<file path="src/rtl/nn_layer_pkg.sv">
// -----------------------------------------------------------------------------
// nn_layer_pkg
//
// Purpose:
//   Shared definitions for the neural-network layer weight path. Holds the
//   layer-1 dimension constants, the weight memory geometry, and the
//   writer/loader state encoding.
//
// Contents:
//   L1_IN_SIZE      number of layer-1 inputs
//   L1_OUT_SIZE     number of layer-1 outputs (neurons)
//   WEIGHT_W        bits per weight
//   WEIGHT_ADDR_W   weight memory address width
//   L1_WEIGHT_BASE  memory address of layer-1 weight index 0
//   wr_state_e      IDLE / WRITE / FINISH transfer states
//   index_width()   width of a word index that can also hold the word count
// -----------------------------------------------------------------------------
package nn_layer_pkg;

    localparam int L1_IN_SIZE     = 3;
    localparam int L1_OUT_SIZE    = 2;
    localparam int WEIGHT_W       = 8;
    localparam int WEIGHT_ADDR_W  = 18;
    localparam int L1_WEIGHT_BASE = 0;

    // Transfer states shared by the weight writer and the weight loader.
    typedef enum logic [1:0] {
        WR_IDLE   = 2'd0,
        WR_WRITE  = 2'd1,
        WR_FINISH = 2'd2
    } wr_state_e;

    // One extra bit over clog2 so the index can reach the word count itself
    // without wrapping; this also gives a 1-bit index for a single word.
    function automatic int index_width(input int n_words);
        return $clog2(n_words) + 1;
    endfunction

endpackage : nn_layer_pkg

</file>
<file path="src/rtl/weight_word_select.sv">
// -----------------------------------------------------------------------------
// weight_word_select
//
// Purpose:
//   Combinational word selector for a flattened weight bus. Returns the W-bit
//   word at data_i[index_i*W +: W]. An index at or beyond N_WORDS returns zero,
//   so a look-ahead index one past the last word is harmless.
//
// Ports:
//   data_i   in   N_WORDS*W  flattened weights, word k at bits [k*W +: W]
//   index_i  in   IDX_W      word index
//   word_o   out  W          selected word
// -----------------------------------------------------------------------------
module weight_word_select
    import nn_layer_pkg::*;
#(
    parameter int W       = WEIGHT_W,
    parameter int N_WORDS = L1_IN_SIZE * L1_OUT_SIZE,
    parameter int IDX_W   = index_width(N_WORDS)
) (
    input  logic [N_WORDS*W-1:0] data_i,
    input  logic [IDX_W-1:0]     index_i,
    output logic [W-1:0]         word_o
);

    // A mux written as a compare-per-word loop keeps the part-select bases
    // constant, which synthesises to a clean one-hot mux.
    always_comb begin
        // NOTE: every output of a combinational block gets a default first,
        // otherwise an index that matches no word would infer a latch.
        word_o = '0;
        for (int k = 0; k < N_WORDS; k++) begin
            if (index_i == IDX_W'(k)) begin
                word_o = data_i[k*W +: W];
            end
        end
    end

endmodule : weight_word_select

</file>
<file path="src/rtl/weight_writer_layer1.sv">
// -----------------------------------------------------------------------------
// weight_writer_layer1
//
// Purpose:
//   Write-side counterpart of the layer-1 weight loader. On a start request it
//   snapshots a flattened weight vector and writes it word-by-word into the
//   weight BRAM, using the same row-major packing (k = o*IN_SIZE + i) and the
//   same address layout (BASE_ADDR + k) the loader reads back.
//
// Ports:
//   clk        in   1                 system clock, rising edge
//   rst_n      in   1                 asynchronous active-low reset
//   start      in   1                 level request to store data_in
//   data_in    in   TOTAL_WEIGHTS*W   flattened weights, weight k at [k*W +: W]
//   mem_ready  in   1                 memory accepts a write this cycle
//   mem_we     out  1                 write enable
//   mem_addr   out  ADDR_WIDTH        write address
//   mem_din    out  W                 write data
//   busy       out  1                 transfer in progress
//   done       out  1                 sticky completion flag
//
// Handshake:
//   A word is written on a rising edge where mem_we=1 and mem_ready=1. While
//   mem_ready is low, mem_we/mem_addr/mem_din hold. With mem_ready tied high
//   and launch edge L, words are written at edges L+1..L+TOTAL_WEIGHTS and
//   done reads 1 after edge L+TOTAL_WEIGHTS+1.
// -----------------------------------------------------------------------------
module weight_writer_layer1
    import nn_layer_pkg::*;
#(
    parameter int                    IN_SIZE    = L1_IN_SIZE,
    parameter int                    OUT_SIZE   = L1_OUT_SIZE,
    parameter int                    W          = WEIGHT_W,
    parameter int                    ADDR_WIDTH = WEIGHT_ADDR_W,
    parameter logic [ADDR_WIDTH-1:0] BASE_ADDR  = ADDR_WIDTH'(L1_WEIGHT_BASE)
) (
    input  logic                            clk,
    input  logic                            rst_n,
    input  logic                            start,
    input  logic [IN_SIZE*OUT_SIZE*W-1:0]   data_in,
    input  logic                            mem_ready,
    output logic                            mem_we,
    output logic [ADDR_WIDTH-1:0]           mem_addr,
    output logic [W-1:0]                    mem_din,
    output logic                            busy,
    output logic                            done
);

    // Derived from the layer shape; not a parameter so it cannot disagree
    // with the width of data_in.
    localparam int                TOTAL_WEIGHTS = IN_SIZE * OUT_SIZE;
    localparam int                IDX_W         = index_width(TOTAL_WEIGHTS);
    localparam logic [IDX_W-1:0]  LAST_IDX      = IDX_W'(TOTAL_WEIGHTS - 1);

    // -------------------------------------------------------------------------
    // State
    // -------------------------------------------------------------------------
    wr_state_e                      state_q;
    logic [IDX_W-1:0]               index_q;
    logic                           armed_q;
    logic [TOTAL_WEIGHTS*W-1:0]     snapshot_q;
    logic                           mem_we_q;
    logic [ADDR_WIDTH-1:0]          mem_addr_q;
    logic [W-1:0]                   mem_din_q;
    logic                           busy_q;
    logic                           done_q;

    // Look-ahead values for the word presented after the current one is
    // accepted. Outputs are registered, so the next word is prepared here and
    // loaded on the accepting edge.
    logic [IDX_W-1:0]               index_d;
    logic [ADDR_WIDTH-1:0]          addr_d;
    logic [W-1:0]                   word_d;

    assign index_d = index_q + IDX_W'(1);

    // Address arithmetic is done at ADDR_WIDTH, so BASE_ADDR near the top of
    // the memory wraps through zero.
    assign addr_d  = BASE_ADDR + ADDR_WIDTH'(index_d);

    weight_word_select #(
        .W       (W),
        .N_WORDS (TOTAL_WEIGHTS),
        .IDX_W   (IDX_W)
    ) u_word_select (
        .data_i  (snapshot_q),
        .index_i (index_d),
        .word_o  (word_d)
    );

    // -------------------------------------------------------------------------
    // Transfer FSM with registered outputs
    // -------------------------------------------------------------------------
    // armed_q implements the level-to-pulse behaviour of start: it clears on a
    // launch and is only set again when start is seen low in IDLE, so a start
    // held high, or toggled while busy, never causes a second transfer.
    //
    // The snapshot register is reset along with the control state; it is only
    // 48 bits wide here and a cleared value keeps mem_din deterministic.
    // NOTE: sequential state is assigned with non-blocking (<=) only, so every
    // register samples pre-edge values regardless of statement order.
    always_ff @(posedge clk or negedge rst_n) begin
        if (!rst_n) begin
            state_q    <= WR_IDLE;
            index_q    <= '0;
            armed_q    <= 1'b1;
            snapshot_q <= '0;
            mem_we_q   <= 1'b0;
            mem_addr_q <= '0;
            mem_din_q  <= '0;
            busy_q     <= 1'b0;
            done_q     <= 1'b0;
        end else begin
            unique case (state_q)
                WR_IDLE: begin
                    if (start && armed_q) begin
                        // Launch: freeze the weights and present word 0 on
                        // the next cycle straight from data_in, since the
                        // snapshot is being loaded on this same edge.
                        snapshot_q <= data_in;
                        index_q    <= '0;
                        armed_q    <= 1'b0;
                        done_q     <= 1'b0;
                        busy_q     <= 1'b1;
                        mem_we_q   <= 1'b1;
                        mem_addr_q <= BASE_ADDR;
                        mem_din_q  <= data_in[W-1:0];
                        state_q    <= WR_WRITE;
                    end else if (!start) begin
                        armed_q    <= 1'b1;
                    end
                end

                WR_WRITE: begin
                    // mem_we_q is high for the whole of WRITE, so mem_ready
                    // alone decides acceptance; without it everything holds.
                    if (mem_ready) begin
                        index_q <= index_d;
                        if (index_q == LAST_IDX) begin
                            // Last word accepted: the FINISH cycle already
                            // shows mem_we=0 and busy=0.
                            mem_we_q <= 1'b0;
                            busy_q   <= 1'b0;
                            state_q  <= WR_FINISH;
                        end else begin
                            mem_addr_q <= addr_d;
                            mem_din_q  <= word_d;
                        end
                    end
                end

                WR_FINISH: begin
                    // done is sticky until the next launch clears it.
                    done_q  <= 1'b1;
                    state_q <= WR_IDLE;
                end

                default: begin
                    state_q <= WR_IDLE;
                end
            endcase
        end
    end

    assign mem_we   = mem_we_q;
    assign mem_addr = mem_addr_q;
    assign mem_din  = mem_din_q;
    assign busy     = busy_q;
    assign done     = done_q;

endmodule : weight_writer_layer1

</file>
<file path="config.mk">
export PLATFORM = sky130hd
export DESIGN_NAME = weight_writer_layer1
export DESIGN_NICKNAME = d
export VERILOG_FILES = /design/src/rtl/nn_layer_pkg.sv /design/src/rtl/weight_word_select.sv /design/src/rtl/weight_writer_layer1.sv
export SDC_FILE = /design/constraint.sdc
export NUM_CORES = 1
export LEC_CHECK = 0
export ABC_AREA = 0
export CAP_MARGIN = 10
export CELL_PAD_IN_SITES_DETAIL_PLACEMENT = 1
export CELL_PAD_IN_SITES_GLOBAL_PLACEMENT = 1
export CORE_UTILIZATION = 34
export DETAILED_ROUTE_END_ITERATION = 7
export PLACE_DENSITY_LB_ADDON = 0.1
export SYNTH_ARGS = -nofsm -noshare
export SYNTH_HDL_FRONTEND = slang
export SYNTH_SLANG_ARGS = --single-unit
</file>
<file path="constraint.sdc">
create_clock -name clk -period 2 [get_ports clk]
set_clock_uncertainty 0.1 [all_clocks]
set_input_delay 0.4 -clock clk [delete_from_list [all_inputs] [get_ports clk]]
set_output_delay 0.4 -clock clk [all_outputs]
set_load 0.02 [all_outputs]
</file>
; ---- Yosys cells after proc, flatten, opt, wreduce, memory -nomap -nowiden
; Index checks and enable logic that the tools add are counted.
[classes]
n_lt_le_gt_ge = 0
shifts = 0
n_reduce_logical = 12
add_sub_neg = 1
n_mul = 0
eq_ne = 13
bitwise_logic = 0
n_div = 0
muxes = 29
[ops]
columns = op, count
row1 = 8-bit two-way mux, 9
row2 = 18-bit two-way mux, 3
row3 = 18-bit one-hot mux with 2 select lines, 1
row4 = 8-bit one-hot mux with 2 select lines, 1
row5 = "4-bit by 3-bit equality test with 1-bit output, second input constant", 3
row6 = "4-bit by 2-bit equality test with 1-bit output, second input constant", 2
row7 = 4-bit two-way mux, 2
row8 = "2-bit inequality test, second input constant", 4
row9 = 4-bit one-hot mux with 2 select lines, 1
row10 = 4-bit AND reduction, 2
row11 = 1-bit two-way mux, 6
row12 = 2-bit two-way mux, 3
row13 = 2-bit AND reduction, 3
row14 = 3-bit AND reduction, 2
row15 = "4-bit by 1-bit adder with 4-bit output, second input constant", 1
row16 = "4-bit by 1-bit equality test with 1-bit output, second input constant", 1
row17 = 4-bit logical NOT, 1
row18 = 1-bit one-hot mux with 2 select lines, 2
row19 = 2-bit one-hot mux with 2 select lines, 1
row20 = 2-bit nonzero test, 2
row21 = "2-bit by 1-bit equality test with 1-bit output, second input constant", 1
row22 = "2-bit equality test, second input constant", 1
row23 = 2-bit logical NOT, 1
row24 = "2-bit by 1-bit inequality test with 1-bit output, second input constant", 1
row25 = 1-bit logical AND, 1
[totals]
n_memories = 0
out_inout_bits = 29
ramBits = 0
ff_bits = 83
input_bits = 52
romBits = 0
latch_bits = 0

; ---- Depth between registers and ports, before layout
; Gate-level depths: netlist (run 1).
[logic_depth]
depth_word = 11
ltp_mapped = 9
depth_no_buf = 7

; ---- Cells and area by module
; Synthesis (run 1) repeated with hierarchy kept, for this count alone.
[unflattened]
hier_cells = 306
hier_area_um2 = 3608.5
[modules_own_cells]
columns = module, area_each_um2, seq_area_each_um2, cells_per_inst, n_inst
row1 = weight_writer_layer1, 3095.5, 1727.9, 211, 1
row2 = weight_word_select, 513.0, 0.0, 95, 1

; ---- Worst setup path before layout (run 1)
; OpenSTA, ideal clock, no wires.
[synth_path]
path_type = register -> register
start = register index_q[0]
end = register mem_din_q[4] (netlist: mem_din[4])
setup_time_ns = 0.128
period_less_slack_ns = 2.000
setup_slack_ns = 0.000
t_arrival_ns = 1.772
required_time_ns = 1.772
path_buffers = 2
path_stages_with_launch = 10
path_cell_list = dfrtp_1 -> buf_2 -> inv_1 -> ha_1 -> nand2b_1 -> clkbuf_1 -> nand4b_1 -> a2bb2oi_1 -> o221ai_1 -> a21oi_1
[synth_between]
elab_chain_len = 11
[synth_lines]
columns = element, line
row1 = from (decl), weight_writer_layer1.sv:59  ; logic [IDX_W-1:0] index_q;
row2 = from (signal assigned), weight_writer_layer1.sv:138  ; index_q <= index_d;
row3 = 4-bit by 1-bit adder with 4-bit output, weight_writer_layer1.sv:75  ; assign index_d = index_q + IDX_W'(1);
row4 = 4-bit logical NOT, weight_word_select.sv:33  ; if (index_i == IDX_W'(k)) begin
row5 = 8-bit two-way mux (6 in series), weight_word_select.sv:33
row6 = 8-bit two-way mux, weight_writer_layer1.sv:139  ; if (index_q == LAST_IDX) begin
row7 = 8-bit two-way mux, weight_writer_layer1.sv:137  ; if (mem_ready) begin
row8 = 8-bit one-hot mux with 2 select lines, weight_writer_layer1.sv:114  ; unique case (state_q)
row9 = to (signal assigned), weight_writer_layer1.sv:127  ; mem_din_q <= data_in[W-1:0];
row10 = to (signal assigned), weight_writer_layer1.sv:147  ; mem_din_q <= word_d;
row11 = to (decl), weight_writer_layer1.sv:64  ; logic [W-1:0] mem_din_q;
; Several ways; a longest one is shown, not always the timed one. The select of a mux whose other input is x is not followed.
; A chain may end at the register's enable or synchronous reset.

; ---- Worst setup path in the final report (run 1)
; Ends and elaborated chain as after synthesis.

==> qor.log, run 1 <==
INFO  floorplan      start_util=35.26%
INFO  critical_path  reg2reg_setup_slack=-0.008ns
INFO  critical_path  timing.critical_path.to_type=flop
INFO  pwr            power.total=8692µW
INFO  critical_path  critPathMaxFanout=6
INFO  pwr            powerDensity=1645nW/µm²
INFO  critical_path  timing.critical_path.slowest_stage_cell=dfrtp_2
INFO  critical_path  cp.arrival=2.15ns
INFO  grt            grt.total_usage=21.69%
INFO  route          vias=3,412
INFO  critical_path  path_class=flop to flop
INFO  cells_and_area final_cells=670
INFO  min_path       worst_hold_path.num_cells=2
INFO  cells_and_area final_layout_size_suffix_gt1_share=22.47%
INFO  route          viasPerCell=5.093
INFO  run            max_cap_viol_count=0
INFO  clock_tree     worst_skew_pair.late_latency=0.36ns
INFO  critical_path  critical_path.top_delay_family=compound AO/OA/AOI/OAI gates
INFO  sta            fin_crit_sh=100.4%
INFO  sta            final_period_minus_worst_setup_slack=2.008ns
INFO  floorplan      area_of_the_core_region=10,420µm²
INFO  grt            globalRouteOverflowTotal=0
INFO  critical_path  worstSetupStartpointType=flop
INFO  clock_tree     ctsHtreeMaxLevel=3
INFO  route          first_iter_violations=135
INFO  cells_and_area antenna_diode_count=0
INFO  route          antenna_left=0
INFO  synth          synthCells=430
INFO  clock_tree     root_buffer=clkbuf_8
INFO  placed_design  placed_cells_incl_taps=646
INFO  sta            timing.final.max_slew_violations=0
INFO  floorplan      dieHeight=105.9µm
INFO  synth          synthAdderAreaFrac=1.363%
INFO  synth          synth_compound_area_share=19.25%
INFO  sta            maxClockFrequency=0.4981GHz
INFO  synth          yosys_warnings=0
INFO  synth          largest_family_of_logic_cells_by_synthesized_area=simple AND/OR/NAND/NOR gates
INFO  synth          synth_top_area_cell=dfrtp_1
INFO  synth          synth_seq_cells=69
INFO  sta            hold_viol=0
INFO  synth          synth_commonest_cells=nand2_1, dfrtp_1, nand3_1
INFO  grt            vias_in_the_first_global_route=3,524
INFO  clock_tree     cts-buffers-inserted=9
INFO  placed_design  place_congestion=0.8180
INFO  cells_and_area nets=585
INFO  grt            antenna_violations_before_repair=0
INFO  clock_tree     clk_pin_slew_worst_paths=0.08ns
INFO  synth          synthesis.area_per_instance=8.540µm²
INFO  pwr            power.static_leakage=0.002459µW
INFO  min_path       min-delay-path-class=flop to flop
INFO  critical_path  worstPathBufferInverterCount=1
INFO  cells_and_area area_growth=43.85%
INFO  outcome        failed_checks=setup timing
INFO  critical_path  worstReg2RegEnd=mem_din[4]
INFO  floorplan      die_x=105.9µm
INFO  clock_tree     tritoncts_clock_tree=done
INFO  pwr            peakVddDrop=0.0004844V
INFO  sta            grt_setup_unrepaired=yes
INFO  synth          synth-simple-area-share=25.25%
INFO  clock_tree     clock_sinks=69
INFO  route          drt_wl_total=11.68mm
INFO  clock_tree     cts_buffer_depth=2
INFO  grt            grt_first_pass_wirelength=18.64mm
INFO  critical_path  worstRegToRegCells=7
INFO  floorplan      fp-row-count=37
INFO  critical_path  crit_path_max_cell_delay=0.49ns
INFO  critical_path  critPathRequiredTime=2.14ns
INFO  synth          yosys.cell_count.top_type=nand2_1
INFO  floorplan      boundaryPins=81
INFO  synth          synth.distinct_cells=46
INFO  synth          netlist.area_leader.share=46.34%
INFO  outcome        outcome=finished with violations
INFO  placed_design  detailedPlacementHpwl=7.766mm
INFO  critical_path  r2r-start=index_q[0]
INFO  sta            max_slew_margin=61.92%
INFO  sta            final.setup.worst_slack=-0.007716ns
INFO  critical_path  crit_chain=ha_4 -> buf_6 -> and3b_2 -> a22o_4 -> a22o_1 -> a211oi_2 -> a21oi_1
INFO  synth          synth.yosys.seq_area_share=47.05%
INFO  synth          synth_ff_type=dfrtp_1
INFO  min_path       timing.hold.worst.start=done
INFO  min_path       hold-path-endpoint=done
INFO  sta            finalSetupViolations=1
INFO  route          wl_cell=17.43µm
INFO  placed_design  buffer_ports.inserted=66
INFO  route          route.detailed.drc=0
INFO  synth          post_synth_instance_area=3672µm²
INFO  synth          proportion_of_register_bits_with_asynchronous_set_or_reset_after_synthesis=100.0%
INFO  synth          post_synth_main_area_contributors=dfrtp_1, nand2_1, a2bb2oi_1
INFO  route          detail_route.first_pass.iterations=5
INFO  floorplan      floorplan.die_area=11,220µm²
INFO  cells_and_area final_core_utilization=50.71%
INFO  sta            tightest_slew=0.5712ns
INFO  grt            grt_start_max_net_pins=70
INFO  synth          synth_xor_area_share=0.4770%
INFO  sta            tns=-0.007716ns
INFO  synth          portion_of_netlist_area_occupied_by_mux_cells=0%
INFO  synth          synth_edf_count=0
-- worst max path at each step --
stage	startpoint	endpoint	slack [ns]	cells past startpoint
after floorplan	index_q[0]	mem_din[4]	0.04	9
final	index_q[0]	mem_din[4]	-0.008	7
after CTS	index_q[1]	mem_din[6]	-0.01	9
after global routing	index_q[0]	mem_din[0]	-0.05	8
after detailed placement	start	index_q[3]	-0.12	6
after global placement	start	mem_din[4]	-0.07	6
-- report_power, final --
group	total [µW]	internal, µW	switching, µW	leakage, µW
registers	2670	2040	629	0.000864
clock network	1580	989	588	0.000136
logic	4450	2150	2300	0.00146
-- flip-flops by register name, indices dropped and copies added, names as in the netlist --
register / count
snapshot_q: 48
busy: 1
mem_addr: 4
armed_q: 1
index_q: 4
state_q: 2
done: 1
mem_din: 8
-- cell usage in the layout, fill, tap and decap left out, types with 2 or more instances in the layout --
master / instances
nand4b_1: 2
nand3b_1: 3
a22o_1: 8
nand3_1: 17
ha_4: 3
o21ai_1: 5
o21bai_1: 8
inv_2: 2
nand2_1: 164
nor2_1: 15
o31ai_1: 4
dfrtp_1: 66
clkbuf_8: 10
dfrtp_2: 2
a21oi_1: 10
conb_1: 14
a21o_1: 8
bufinv_16: 4
o221ai_2: 7
a211oi_2: 6
clkdlybuf4s50_1: 65
and2_1: 2
o21ai_0: 9
a2bb2oi_2: 11
buf_4: 41
a2bb2oi_1: 3
a211oi_1: 2
buf_6: 5
a22o_4: 2
a2bb2oi_4: 2
-- cells by family (layout without fill, tap and decap cells) --
group | after synthesis | after routing
buffers and inverters | 43 | 133
XOR/XNOR | 2 | 2
flip-flops | 69 | 69
adder cells (fa/ha/maj) | 4 | 4
AO/OA/AOI/OAI | 93 | 94
AND/OR/NAND/NOR | 218 | 218
other | 1 | 14
-- routing by layer --
metal  wire, µm  vias up  global-route usage [%]
met1       5392     1702                   28.78
met4        148        0                   6.548
met3        376        9                   4.169
met5          0        -                       0
li1           -     1633                       -
met2       5758       68                   35.85
-- per-stage QoR --
| step | hold WS (ns) | setup WS (ns) | cell area, µm² |
|---|---|---|---|
| 6_report | 0.3816 | -0.007716 | 5283 |
| 5_1_grt | 0.4074 | -0.05367 | 5283 |
| 4_1_cts | 0.3875 | -0.01185 | 5035 |
| 3_5_place_dp | 0.3600 | -0.1180 | 4646 |
| 3_3_place_gp | 0.3566 | -0.07247 | 4646 |
| 2_1_floorplan | 0.004409 | 0.03568 | 3724 |
-- area by class of cell --
type                    instances  area [µm²]
inverters                       3       11.26
flip-flops and latches         69        1730
multi-input cells             332        2049
repair buffers                114        1050
clock buffers                  10       137.6
clock inverters                 6       133.9
well taps                     136       170.2
fillers                      1221        5134
-- worst min-delay path, delay by kind of cell (launching register included) --
| family | cells | cell delay, ns |
|---|---|---|
| flops | 1 | 0.34 |
| simple gates | 1 | 0.05 |
| compound gates | 1 | 0.06 |
-- repair_timing --
action                     in CTS  in global routing
gates cloned                    1                  0
buffers inserted                0                  6
hold buffers                    1                  0
resized for setup              24                 41
setup endpoints to repair       8                 11
hold endpoints to repair       68                  0
pin swaps                       0                  7
Power figures use the tool's default switching activity.
==> run 2, diff against run 1 <==
ABC_AREA = not set   (was 0)
==> results of run 2 <==
The final DEF is identical to that of run 1; final timing and power are the same.
==> run 3, diff against run 2 <==
CORE_UTILIZATION = 36   (was 34)
SYNTH_HIERARCHICAL = 1   (was not set)
==> qor.log, run 3 <==
INFO  floorplan      dieHeight=102.1µm [-3.6%]
INFO  cells_and_area area_taken_by_multi_input_logic_gates=1758µm² [-14%]
INFO  cells_and_area antenna_diode_count=0 [unchanged]
INFO  sta            finalSetupViolations=8 [+7]
INFO  cells_and_area area_growth=38.11%
INFO  floorplan      start_util=37.09% [+1.8 points]
INFO  critical_path  worst_setup_path_startpoint=index_q[0]
INFO  critical_path  cp.arrival=2.58ns [+0.43 ns]
INFO  sta            timing.final.max_slew_violations=0 [unchanged]
INFO  pwr            power.switching_fraction=36.82% [-3.7 points]
INFO  critical_path  critPathRequiredTime=2.13ns [about the same]
INFO  floorplan      fp-row-count=36 [-2.7%]
INFO  min_path       min-delay-path-class=flop to flop
INFO  route          first_iter_violations=145 [+7.4%]
INFO  pwr            p_int=5404µW [+4.5%]
INFO  min_path       timing.hold.worst.start=snapshot_q[26]
INFO  critical_path  critical_path.top_delay_family=multiplexers
INFO  clock_tree     cts_buffer_depth=2 [unchanged]
INFO  placed_design  place_congestion=0.8988 [+9.9%]
INFO  grt            vias_in_the_first_global_route=2,730 [-23%]
INFO  synth          proportion_of_register_bits_with_asynchronous_set_or_reset_after_synthesis=100.0% [unchanged]
INFO  grt            grt.total_usage=18.74% [-3.0 points]
INFO  pwr            power.total=8553µW [-1.6%]
INFO  synth          yosys.cell_count.top_type=dfrtp_1
INFO  critical_path  worstSetupStartpointType=flop
INFO  cells_and_area nets=459 [-22%]
INFO  synth          post_synth_main_area_contributors=dfrtp_1, mux2_1, mux2_4
INFO  critical_path  timing.critical_path.to_type=flop
INFO  synth          synth_edf_count=0 [unchanged]
INFO  clock_tree     ctsHtreeMaxLevel=3 [unchanged]
INFO  route          detail_route.first_pass.iterations=4 [-1]
INFO  cells_and_area fillerInstances=1,073 [-12%]
INFO  synth          synth_seq_cells=69 [unchanged]
INFO  cells_and_area regMostFlops=snapshot_q
INFO  grt            globalRouteOverflowTotal=0 [unchanged]
INFO  pwr            powerDensity=1716nW/µm² [+4.3%]
INFO  pwr            peakVddDrop=0.0004820V [-0.48%]
INFO  route          viasPerCell=4.801 [-5.7%]
INFO  critical_path  reg2reg_setup_slack=-0.45ns [-0.44 ns]
INFO  critical_path  crit_chain=buf_4 -> ha_4 -> xor2_4 -> or3b_4 -> a21oi_2 -> o21ai_2 -> mux2_4 -> mux2_4
INFO  grt            grt_start_max_net_pins=70 [unchanged]
INFO  run            max_cap_viol_count=0 [unchanged]
INFO  pwr            clockPowerShare=15.1% [-3.0 points]
INFO  critical_path  path_class=flop to flop
INFO  pwr            sequentialPowerShare=30.0% [-0.7 points]
INFO  synth          synth.distinct_cells=46 [unchanged]
INFO  outcome        outcome=finished with violations
INFO  sta            final.setup.worst_slack=-0.4499ns [-0.4422 ns]
INFO  clock_tree     root_buffer=clkbuf_8
INFO  synth          synth_top_area_cell=dfrtp_1
INFO  critical_path  worstPathBufferInverterCount=1 [unchanged]
INFO  route          wl_cell=16.38µm [-6.0%]
INFO  synth          post_synth_instance_area=3608µm² [-1.7%]
INFO  clock_tree     clock_sinks=69 [unchanged]
INFO  critical_path  critPathMaxFanout=8 [+2]
INFO  synth          yosys_warnings=6 [+6]
INFO  floorplan      boundaryPins=81 [unchanged]
INFO  route          route.detailed.drc=0 [unchanged]
INFO  cells_and_area layout_commonest_cell=dfrtp_1
INFO  clock_tree     worst_skew_pair.late_latency=0.34ns [-0.02 ns]
INFO  outcome        failed_checks=setup timing
INFO  sta            final_period_minus_worst_setup_slack=2.450ns [+0.4422 ns]
INFO  critical_path  r2r-start=index_q[0]
INFO  route          vias=2,607 [-24%]
INFO  sta            maxClockFrequency=0.4082GHz [-18%]
INFO  critical_path  critical-path-top-cell-by-count=mux2_4
INFO  critical_path  crit_path_max_cell_delay=0.50ns [about the same]
INFO  pwr            comb_power_share=54.9% [+3.7 points]
INFO  grt            antenna_violations_before_repair=0 [unchanged]
INFO  cells_and_area final_layout_size_suffix_gt1_share=26.59% [+4.1 points]
INFO  clock_tree     clk_pin_slew_worst_paths=0.07ns [about the same]
INFO  placed_design  dpl_worst_slack=-0.6058ns [-0.4878 ns]
INFO  sta            grt_setup_unrepaired=yes
INFO  synth          netlist.area_leader.share=47.16% [+0.82 points]
INFO  cells_and_area largest_reg_flops=48 [unchanged]
INFO  floorplan      area_of_the_core_region=9729µm² [-6.6%]
INFO  pwr            p_switching=3149µW [-11%]
INFO  critical_path  timing.critical_path.slowest_stage_cell=or3b_4
INFO  cells_and_area area.sequential=1729µm² [about the same]
INFO  sta            hold_viol=0 [unchanged]
INFO  synth          synthCells=306 [-29%]
INFO  floorplan      die_x=102.1µm [-3.6%]
INFO  clock_tree     tritoncts_clock_tree=done
INFO  placed_design  detailedPlacementHpwl=6.428mm [-17%]
INFO  route          antenna_left=0 [unchanged]
INFO  grt            grt_first_pass_wirelength=14.46mm [-22%]
INFO  synth          synth.yosys.seq_area_share=47.88% [+0.83 points]
INFO  sta            fin_crit_sh=122.5% [+22 points]
INFO  synth          synthesis.area_per_instance=11.79µm² [+38%]
INFO  cells_and_area highest_count_cells_in_the_layout_ignoring_fill_and_taps=dfrtp_1, clkdlybuf4s50_1, mux2_1, buf_4, mux2_4
INFO  floorplan      floorplan.die_area=10,430µm² [-7.1%]
INFO  placed_design  buffer_ports.inserted=66 [unchanged]
INFO  route          drt_wl_total=8.893mm [-24%]
INFO  clock_tree     cts-buffers-inserted=9 [unchanged]
INFO  synth          synth_commonest_cells=dfrtp_1, mux2_1, o21ai_0
INFO  synth          synth_ff_type=dfrtp_1
INFO  pwr            power.static_leakage=0.002203µW [-10%]
## run 3: cell count changes after synthesis, sizes merged, moves of 7 or more
cell | before | now
a21o | 8 | 1
clkbuf | 11 | 3
o21bai | 8 | 1
a2bb2oi | 16 | 0
nand3 | 18 | 3
mux2 | 0 | 68
o21ai | 16 | 28
o221ai | 8 | 0
inv | 3 | 16
a211oi | 8 | 1
a22o | 9 | 2
nand2 | 165 | 17
## run 3: repair_timing
action,in CTS,in global routing
hold endpoints to repair,56,0
endpoints found under the setup margin,8,8
pin swaps,9,8
hold buffers,1,0
resized for setup,21,15
cloned,0,0
setup buffers,11,2
## run 3: through the flow
stage | hold slack [ns] | instance area, µm² | std cells | utilization [%] | setup TNS (ns)
floorplan | 0.004409 | 3744 | 319 | - | -2.005
global placement | 0.3552 | 4536 | 513 | 46.62 | -4.823
global route | 0.4171 | 4984 | 543 | 51.22 | -4.107
CTS | 0.3980 | 4932 | 541 | 50.69 | -3.374
finish | 0.3932 | 4984 | 543 | 51.22 | -3.446
detailed placement | 0.3613 | 4536 | 513 | 46.62 | -6.806
## run 3: logic make-up (layout without fill, tap and decap cells)
logic type / count (synthesis) / in the layout / synth area share [%]
AND/OR/NAND/NOR: 58 / 58 / 9.397
XOR/XNOR: 2 / 2 / 0.4855
other: 1 / 14 / 0.1039
multiplexers: 73 / 73 / 23.54
flip-flops: 69 / 69 / 47.88
buffers and inverters: 48 / 139 / 9.085
adder cells (fa/ha/maj): 2 / 2 / 0.6934
AO/OA/AOI/OAI: 53 / 53 / 8.808
## run 3: per-layer routing
metal | share of wire (%) | global-route usage, % | up-vias
li1 | - | - | 1234
met1 | 47 | 24.78 | 1304
met2 | 49 | 31.13 | 62
met3 | 3.4 | 3.830 | 7
met4 | 0.89 | 5.275 | 0
met5 | 0 | 0 | -
## run 3: cell type report
class,instances,area share [%]
Inverter,16,1.280
Sequential cell,69,34.70
Timing Repair Buffer,107,20.91
Tap cell,133,3.339
Clock buffer,11,2.837
Multi-Input combinational cell,202,35.27
Clock inverter,5,1.657
## run 3: power groups by stage
stage	Sequential, µW	Combinational (µW)	Clock, µW
finish	2570	4700	1290
detailed placement	2580	4130	0
floorplan	2560	2870	0
global placement	2550	4010	0
CTS	2580	4540	1320
global route	2650	5100	1400
## run 3: path summary, 6_finish.rpt
kind | end | depth (start not counted)
max in group asynchronous | index_q[0] | 3
hold / removal | snapshot_q[26] | 1
setup / recovery | mem_din[0] | 8
hold reg to reg | snapshot_q[26] | 1
setup reg to reg | mem_din[0] | 8
min in group asynchronous | mem_addr[1] | 3
